==> config.mk <==
export PLATFORM = sky130hd
export DESIGN_NAME = pipe_stage_skid
export DESIGN_NICKNAME = d
export VERILOG_FILES = /design/src/rtl/pipe_stage_skid.sv
export SDC_FILE = /design/constraint.sdc
export NUM_CORES = 1
export LEC_CHECK = 0
export ABC_CLOCK_PERIOD_IN_PS = 14000
export CORE_UTILIZATION = 45
export CTS_CLUSTER_SIZE = 24
export DETAILED_ROUTE_END_ITERATION = 10
export PLACE_DENSITY = 0.82
export RECOVER_POWER = 25
export SLEW_MARGIN = 20
export SYNTH_ARGS = -nofsm -noshare
export SYNTH_HDL_FRONTEND = slang
export SYNTH_SLANG_ARGS = --single-unit
export TNS_END_PERCENT = 100
==> constraint.sdc <==
create_clock -name clk -period 14 [get_ports clk]
set_input_delay 2.8 -clock clk [delete_from_list [all_inputs] [get_ports clk]]
set_output_delay 2.8 -clock clk [all_outputs]
set_load 0.05 [all_outputs]
==> src/rtl/pipe_stage_skid.sv <==
`default_nettype none
// ============================================================================
// Module      : pipe_stage_skid
// Description : Generic pipeline stage register with a valid/ready handshake
//               and a 2-entry skid buffer (main register M, skid register S).
//               in_ready and out_valid come straight from flops, so a stall
//               does not create a combinational path from out_ready to
//               in_ready. A synchronous flush discards held entries. With
//               FLUSH_ZERO set, the flush also clears the payload to a
//               NOP-equivalent all-zero bundle.
//               Optional build macro PIPE_STAGE_PERF_EN adds two saturating
//               performance counters: stall_cnt and flush_cnt.
// Revision    : 1.0 - initial parametrised release replacing fixed IF/ID reg
// ============================================================================
module pipe_stage_skid #(
  parameter int DATA_W     = 96,
  parameter int FLUSH_ZERO = 1
) (
  input  logic              clk,
  input  logic              rst,
  input  logic              flush,
  input  logic              in_valid,
  output logic              in_ready,
  input  logic [DATA_W-1:0] in_data,
  output logic              out_valid,
  input  logic              out_ready,
  output logic [DATA_W-1:0] out_data
`ifdef PIPE_STAGE_PERF_EN
  ,
  output logic [31:0]       stall_cnt,
  output logic [15:0]       flush_cnt
`endif
);

  // Occupancy of the two-entry buffer
  typedef enum logic [1:0] {
    ST_EMPTY = 2'd0,
    ST_ONE   = 2'd1,
    ST_TWO   = 2'd2
  } state_t;

  state_t              state_q;
  state_t              state_d;
  logic                in_ready_q;
  logic                out_valid_q;
  logic [DATA_W-1:0]   main_q;
  logic [DATA_W-1:0]   skid_q;

  logic                in_fire;
  logic                out_fire;
  logic                load_main;
  logic                main_from_skid;
  logic                load_skid;

  // Handshake completion uses the registered flags only
  assign in_fire   = in_valid & in_ready_q;
  assign out_fire  = out_valid_q & out_ready;

  assign in_ready  = in_ready_q;
  assign out_valid = out_valid_q;
  assign out_data  = main_q;

  // Next-state and register-load decode
  always_comb begin
    state_d        = state_q;
    load_main      = 1'b0;
    main_from_skid = 1'b0;
    load_skid      = 1'b0;
    if (flush) begin
      // Any in_fire this cycle is consumed upstream but discarded here; an
      // out_fire completes downstream because out_valid was already high.
      state_d = ST_EMPTY;
    end else begin
      case (state_q)
        ST_EMPTY: begin
          if (in_fire) begin
            state_d   = ST_ONE;
            load_main = 1'b1;
          end
        end
        ST_ONE: begin
          if (in_fire && out_fire) begin
            load_main = 1'b1;
          end else if (in_fire) begin
            state_d   = ST_TWO;
            load_skid = 1'b1;
          end else if (out_fire) begin
            state_d = ST_EMPTY;
          end
        end
        ST_TWO: begin
          // in_ready is low here, so only the drain can happen
          if (out_fire) begin
            state_d        = ST_ONE;
            load_main      = 1'b1;
            main_from_skid = 1'b1;
          end
        end
        default: begin
          state_d = ST_EMPTY;
        end
      endcase
    end
  end

  // State register with registered handshake flags derived from next state
  always_ff @(posedge clk or posedge rst) begin
    if (rst) begin
      state_q     <= ST_EMPTY;
      in_ready_q  <= 1'b1;
      out_valid_q <= 1'b0;
    end else begin
      state_q     <= state_d;
      in_ready_q  <= (state_d != ST_TWO);
      out_valid_q <= (state_d != ST_EMPTY);
    end
  end

  // Payload registers: M only moves on load or flush, so out_data is stable
  // while the consumer stalls
  always_ff @(posedge clk or posedge rst) begin
    if (rst) begin
      main_q <= '0;
      skid_q <= '0;
    end else if (flush) begin
      if (FLUSH_ZERO != 0) begin
        main_q <= '0;
        skid_q <= '0;
      end
    end else begin
      if (load_main) begin
        main_q <= main_from_skid ? skid_q : in_data;
      end
      if (load_skid) begin
        skid_q <= in_data;
      end
    end
  end

`ifdef PIPE_STAGE_PERF_EN
  logic [31:0] stall_cnt_q;
  logic [15:0] flush_cnt_q;

  assign stall_cnt = stall_cnt_q;
  assign flush_cnt = flush_cnt_q;

  // Saturating counters of stalled cycles and of flushes that discarded data
  always_ff @(posedge clk or posedge rst) begin
    if (rst) begin
      stall_cnt_q <= '0;
      flush_cnt_q <= '0;
    end else begin
      if (out_valid_q && !out_ready && (stall_cnt_q != '1)) begin
        stall_cnt_q <= stall_cnt_q + 32'd1;
      end
      if (flush && (state_q != ST_EMPTY) && (flush_cnt_q != '1)) begin
        flush_cnt_q <= flush_cnt_q + 16'd1;
      end
    end
  end
`endif

endmodule
`default_nettype wire
==> flow_metrics.tcl <==
set metrics [dict create \
    drv_cap 2 \
    ir_drop_v 0.0000778 \
    place_congestion 0.725 \
    worst_pin_slew_ns 4.97 \
    synth_top_family_by_area "multiplexers" \
    critPathKind "in -> async" \
    netlist.area_leader.share_pct 48.8 \
    r2r_start "in_ready" \
    core_area_um2 21800 \
    firstDrtPassIters 5 \
    reg2reg_depth 5 \
    whs_path_depth 1 \
    skew_ns 0.0136 \
    clock_latency_ns 0.42 \
    clock-sinks 196 \
    worstHoldEndpoint "out_data[85]" \
    grt_first_pass_wirelength_mm 33.5 \
    rrSetupSlack_ns 10.67 \
    max_stage_delay_ns 2.73 \
    numCtsBuffers 17 \
    cts_tree "yes" \
    finalSetupTns_ns 0 \
    cp_slowest_cell "clkinvlp_2" \
    cts.path.max_buffers 2 \
    slew_headroom_pct -233 \
    reg2reg_to "out_data[66]" \
    detail_route.iter0.violations 365 \
    dieArea_um2 22800 \
    drive_gt1_share_pct 12.6 \
    syn_area_um2 10000 \
    drv_slew 173 \
    clkTransAtPathRegs_ns 0.07 \
    min_from "out_data[85]" \
    vias 7121 \
    antenna_found_initial 0 \
    dpl.hpwl_mm 13.1 \
    die_h_um 151 \
    yosys_warnings 0 \
    synth_compound_area_share_pct 5.38 \
    finalCritPeriodShare_pct 47.1 \
    root_buffer "clkbuf_16" \
    grt_max_degree 178 \
    syn_nets 1064 \
    crit_path_end_kind "async pin" \
    cts_resized 0 \
    synthXorXnorAreaFrac_pct 0 \
    die_w_um 151 \
    powerDensity_nw_per_um2 121 \
    routed_wire_length_per_instance_um 15.1 \
    fmax_mhz 152 \
    grt_overflow 0 \
    arrival_ns 6.22 \
    p_leak_nw 5.12 \
    placedCellCount 1374 \
    violations "max-capacitance violations, max-slew violations" \
    setup_viol 0 \
    critical_path.top_delay_family "buffers and inverters" \
    instances_no_fill 1405 \
    synth_top_area_cell "dfrtp_1" \
    syn_area_per_cell_um2 10.4 \
    ys_seq_area_share_pct 49.1 \
    drc 0 \
    io_pins 199 \
    synth-simple-area-share_pct 19.7 \
    required_ns 13.63 \
    grt_pass1_vias 6656 \
    hold_violations 0 \
    cts_hold_buf 0 \
    port-buffer-count 198 \
    area_delta_synth_final_pct 26.6 \
    hold_path.class "reg -> reg" \
    nets 1214 \
    ant_nets 0 \
    ys_ff_latch 196 \
    row_count 54 \
    crit_buf_inv 2 \
    avgViaCountPerCell 5.07 \
    outcome "finished, violations left" \
    post_synth_num_cell_types 23 \
    synth_top_cells_by_area "dfrtp_1 49%, nand2b_1 12%, mux2i_1 9.7%" \
    wl_mm 21.2 \
    h-tree-depth 4 \
    initial_core_util_pct 45.8 \
    crit_path_cell_trace "dlygate4sd3_1, clkinvlp_2" \
    grt_setup_unrepaired "no" \
    cp-start-kind "input pin" \
    synth.area.mux_share_pct 22.0 \
    cts_setup_buffers 0 \
    cp_max_fo 113 \
    num_antenna_cells 0 \
    groute.usage.overall_pct 18.7 \
    min_period_ns 6.60 \
    synthCells 963 \
    synthAdderAreaFrac_pct 0 \
]
==> final cells by class <==
cell class / count / area [µm²]
multi-input combinational: 689 / 4730
sequential: 196 / 4910
fill: 1858 / 9170
clock buffer: 19 / 443
inverter: 3 / 12.5
tap: 280 / 350
timing repair buffer: 206 / 2050
clock inverter: 12 / 171
==> synth_stat cells <==
master    instances
nand2b_2          1
mux2_4           40
mux2i_1          97
buf_2            22
a32oi_1           1
mux2_2           56
a21o_1            2
nor3_2            1
clkbuf_1         43
nand2b_1        193
a311o_1           1
buf_6             6
dfstp_2           1
dfrtp_1         195
or3_1             1
nand2_1         194
o21ai_2           1
nor3_1            2
nor2_1            1
buf_4             4
a21bo_2           1
inv_1             3
a21oi_1          97
==> cell usage in the layout (no fill, tap or decap), types with 2 or more instances in the layout <==
master           netlist  final
a21o_1                 2      2
a21oi_1               97     97
buf_4                  4      7
buf_6                  6      2
bufinv_16              0      3
clkbuf_16              0     17
clkdlybuf4s50_1        0    195
clkinvlp_4             0      4
dfrtp_1              195    195
dlygate4sd3_1          0      2
inv_1                  3      2
inv_8                  0      3
mux2_2                56     56
mux2_4                40     40
mux2i_1               97     97
nand2_1              194    194
nand2b_1             193    193
==> routing by layer <==
layer  track usage [%]  routed length [µm]
met1              25.9                9770
met2              30.0               10000
met3              4.28                1210
met4              4.10                 141
met5                 0                   0
==> flip-flops by register name, summed over array words and instances, names as in the netlist <==
register,count
out_data,96
skid_q,96
state_q,2
in_ready,1
out_valid,1
==> worst max path at each step <==
stage | startpoint | to | slack (ns) | cells past startpoint
detailed placement | flush | out_data[89] | 7.14 | 5
CTS | flush | out_data[89] | 7.59 | 5
finish | rst | out_data[64] | 7.40 | 2
global placement | flush | out_data[65] | 7.24 | 5
floorplan | rst | out_data[0] | 5.86 | 1
global route | rst | skid_q[75] | 6.54 | 2
==> stage by stage <==
| step | power [W] | hold WS, ns | utilization, % | instance area (µm²) | setup slack, ns |
|---|---|---|---|---|---|
| after CTS | 0.00155 | 0.513 | 58.0 | 12700 | 7.59 |
| after detailed placement | 0.00103 | 0.495 | 55.2 | 12100 | 7.14 |
| after floorplan | 0.000897 | 0.502 | - | 10000 | 5.86 |
| after global routing | 0.00159 | 0.525 | 58.0 | 12700 | 6.54 |
| final | 0.00153 | 0.509 | 58.0 | 12700 | 7.40 |
| after global placement | 0.00102 | 0.493 | 55.2 | 12100 | 7.24 |
==> logic make-up (layout without fill, tap and decap cells) <==
kind of cell	Yosys count	in the layout
mux	193	193
compound gates	103	103
simple gates	393	393
flops	196	196
buf+inv	78	240
==> power by group <==
part	switching (W)	leakage, nW	internal (W)
clock	0.000228	0.288	0.000290
sequential	0.0000287	2.61	0.000613
combinational	0.000220	2.21	0.000152
(Power assumes the default switching activity.)
==> variant: new RTL, same flow settings <==
The parameter `FLUSH_ZERO` goes from 1 to 0.
--- a/src/rtl/pipe_stage_skid.sv
+++ b/src/rtl/pipe_stage_skid.sv
@@ -15,5 +15,5 @@
 module pipe_stage_skid #(
   parameter int DATA_W     = 96,
-  parameter int FLUSH_ZERO = 1
+  parameter int FLUSH_ZERO = 0
 ) (
   input  logic              clk,
Function: changed (a bounded check fails within 4 cycles, from zero or initial values and one cycle with rst high).
==> variant against the unedited design <==
The flow still finishes with violations (capacitance limit, slew limit); synthesized area down 14%; final area down 11%; clock power down 8.1%; sequential cell count unchanged; via count down 29%; setup slack worse by 0.075 ns; clock skew down 0.0043 ns; sequential share of layout area up 4.7 points; hold slack worse by 0.010 ns; total power up 33%; count of clock-buffer cells in the layout up 4; wire length down 16%; critical path depth up 4; largest power group unchanged.
==> variant: results (changes against the unedited design) <==
metric	value	unit	change
cp_slowest_stage_delay	1.84	ns	-0.89 ns
dp_slack	8.460	ns	+1.322 ns
critPathMaxFanout	57		-50%
syn_nets	636		-40%
final_nets	827		-32%
critPathSlowestCell	clkbuf_1		
first_global_vias	5713		-14%
via_per_inst	5.206		+2.7%
layoutNonFillerInstCount	973		-31%
finalMaxSlewViolations	157		-9.2%
synth_common_cells	mux2_2, dfrtp_1, mux2_4		
critPathArrivalTime	6.97	ns	+0.75 ns
ys_types	25		+8.7%
vdd_ir_drop_max	98.81	uV	+27%
synth_area_leaders	dfrtp_1, mux2_2, mux2_4, mux2_1, buf_2		
drive_gt1_share	43.84	%	+31 points
placed_area	10700	um2	-11%
grt_first_pass_wirelength	29130	um	-13%
status	finished with violations		
violations	capacitance limit, slew limit		
grt_max_degree	114		-36%
syn_area_per_cell	15.99	um2	+54%
drv_cap	2		unchanged
fin_skew	0.009281	ns	-0.004347 ns
slew_headroom	-227.0	%	+6.4 points
dp_hpwl	11780	um	-10%
place_congestion	0.7322		+1.0%
ys_seq_area_share	57.35	%	+8.3 points
==> variant: cell types whose count changed after synthesis, moves of 6 or more <==
cell / unedited run / this run
mux2_2: 56 / 263
mux2_4: 40 / 19
nand2b_1: 193 / 1
clkbuf_1: 43 / 4
mux2i_1: 97 / 0
a21oi_1: 97 / 2
buf_1: 0 / 7
nand2_1: 194 / 3
buf_2: 22 / 12
mux2_1: 0 / 6
==> variant: metal layers <==
| layer | GRT usage [%] | share of wire, % | vias to the layer above |
|---|---|---|---|
| li1 | - | - | 2301 |
| met1 | 23.28 | 43 | 2601 |
| met2 | 31.97 | 50 | 148 |
| met3 | 5.816 | 6.3 | 15 |
| met4 | 5.842 | 0.99 | 0 |
| met5 | 0 | 0 | - |
==> variant: kinds of logic (layout without fill, tap and decap cells) <==
kind of cell           Yosys count  count (layout)  synth area share (%)
multiplexers                   288             288                 38.74
flip-flops                     196             196                 57.35
buffers and inverters           33             237                 2.238
AO/OA/AOI/OAI                    9               9                 1.009
AND/OR/NAND/NOR                  9               9                0.6583
==> variant: layout make-up <==
type                       instances  area [um2]
timing repair buffer             204        2027
clock inverter                     9       96.34
sequential                       196        4906
clock buffer                      23       488.0
inverter                           1       5.005
tap                              234       292.8
fill                            1386        7358
multi-input combinational        306        3470
==> variant: worst paths after layout <==
path	start	endpoint	slack [ns]
max in group asynchronous	rst	skid_q[87]$_DFFE_PP0P_	7.45
hold / removal	out_data[31]$_DFFE_PP0P_	out_data[31]$_DFFE_PP0P_	0.50
setup / recovery	out_ready	out_data[32]$_DFFE_PP0P_	7.33
setup reg to reg	state_q[0]$_DFF_PP0_	out_data[32]$_DFFE_PP0P_	9.75
hold reg to reg	out_data[31]$_DFFE_PP0P_	out_data[31]$_DFFE_PP0P_	0.50
min in group asynchronous	rst	out_data[70]$_DFFE_PP0P_	4.28
==> variant: report_power, final <==
part	leakage, nW	switching [mW]	total, mW	internal, mW
Clock	0.276	0.210	0.476	0.266
Combinational	2.14	0.395	0.707	0.312
Sequential	2.35	0.0974	0.849	0.752
Total	4.76	0.702	2.03	1.33
==> variant: worst max-delay path: cells and delay by family <==
family                 cells  cell delay (ns)
buffers and inverters      3             3.30
muxes                      2             0.70
and+or+nand+nor            1             0.13
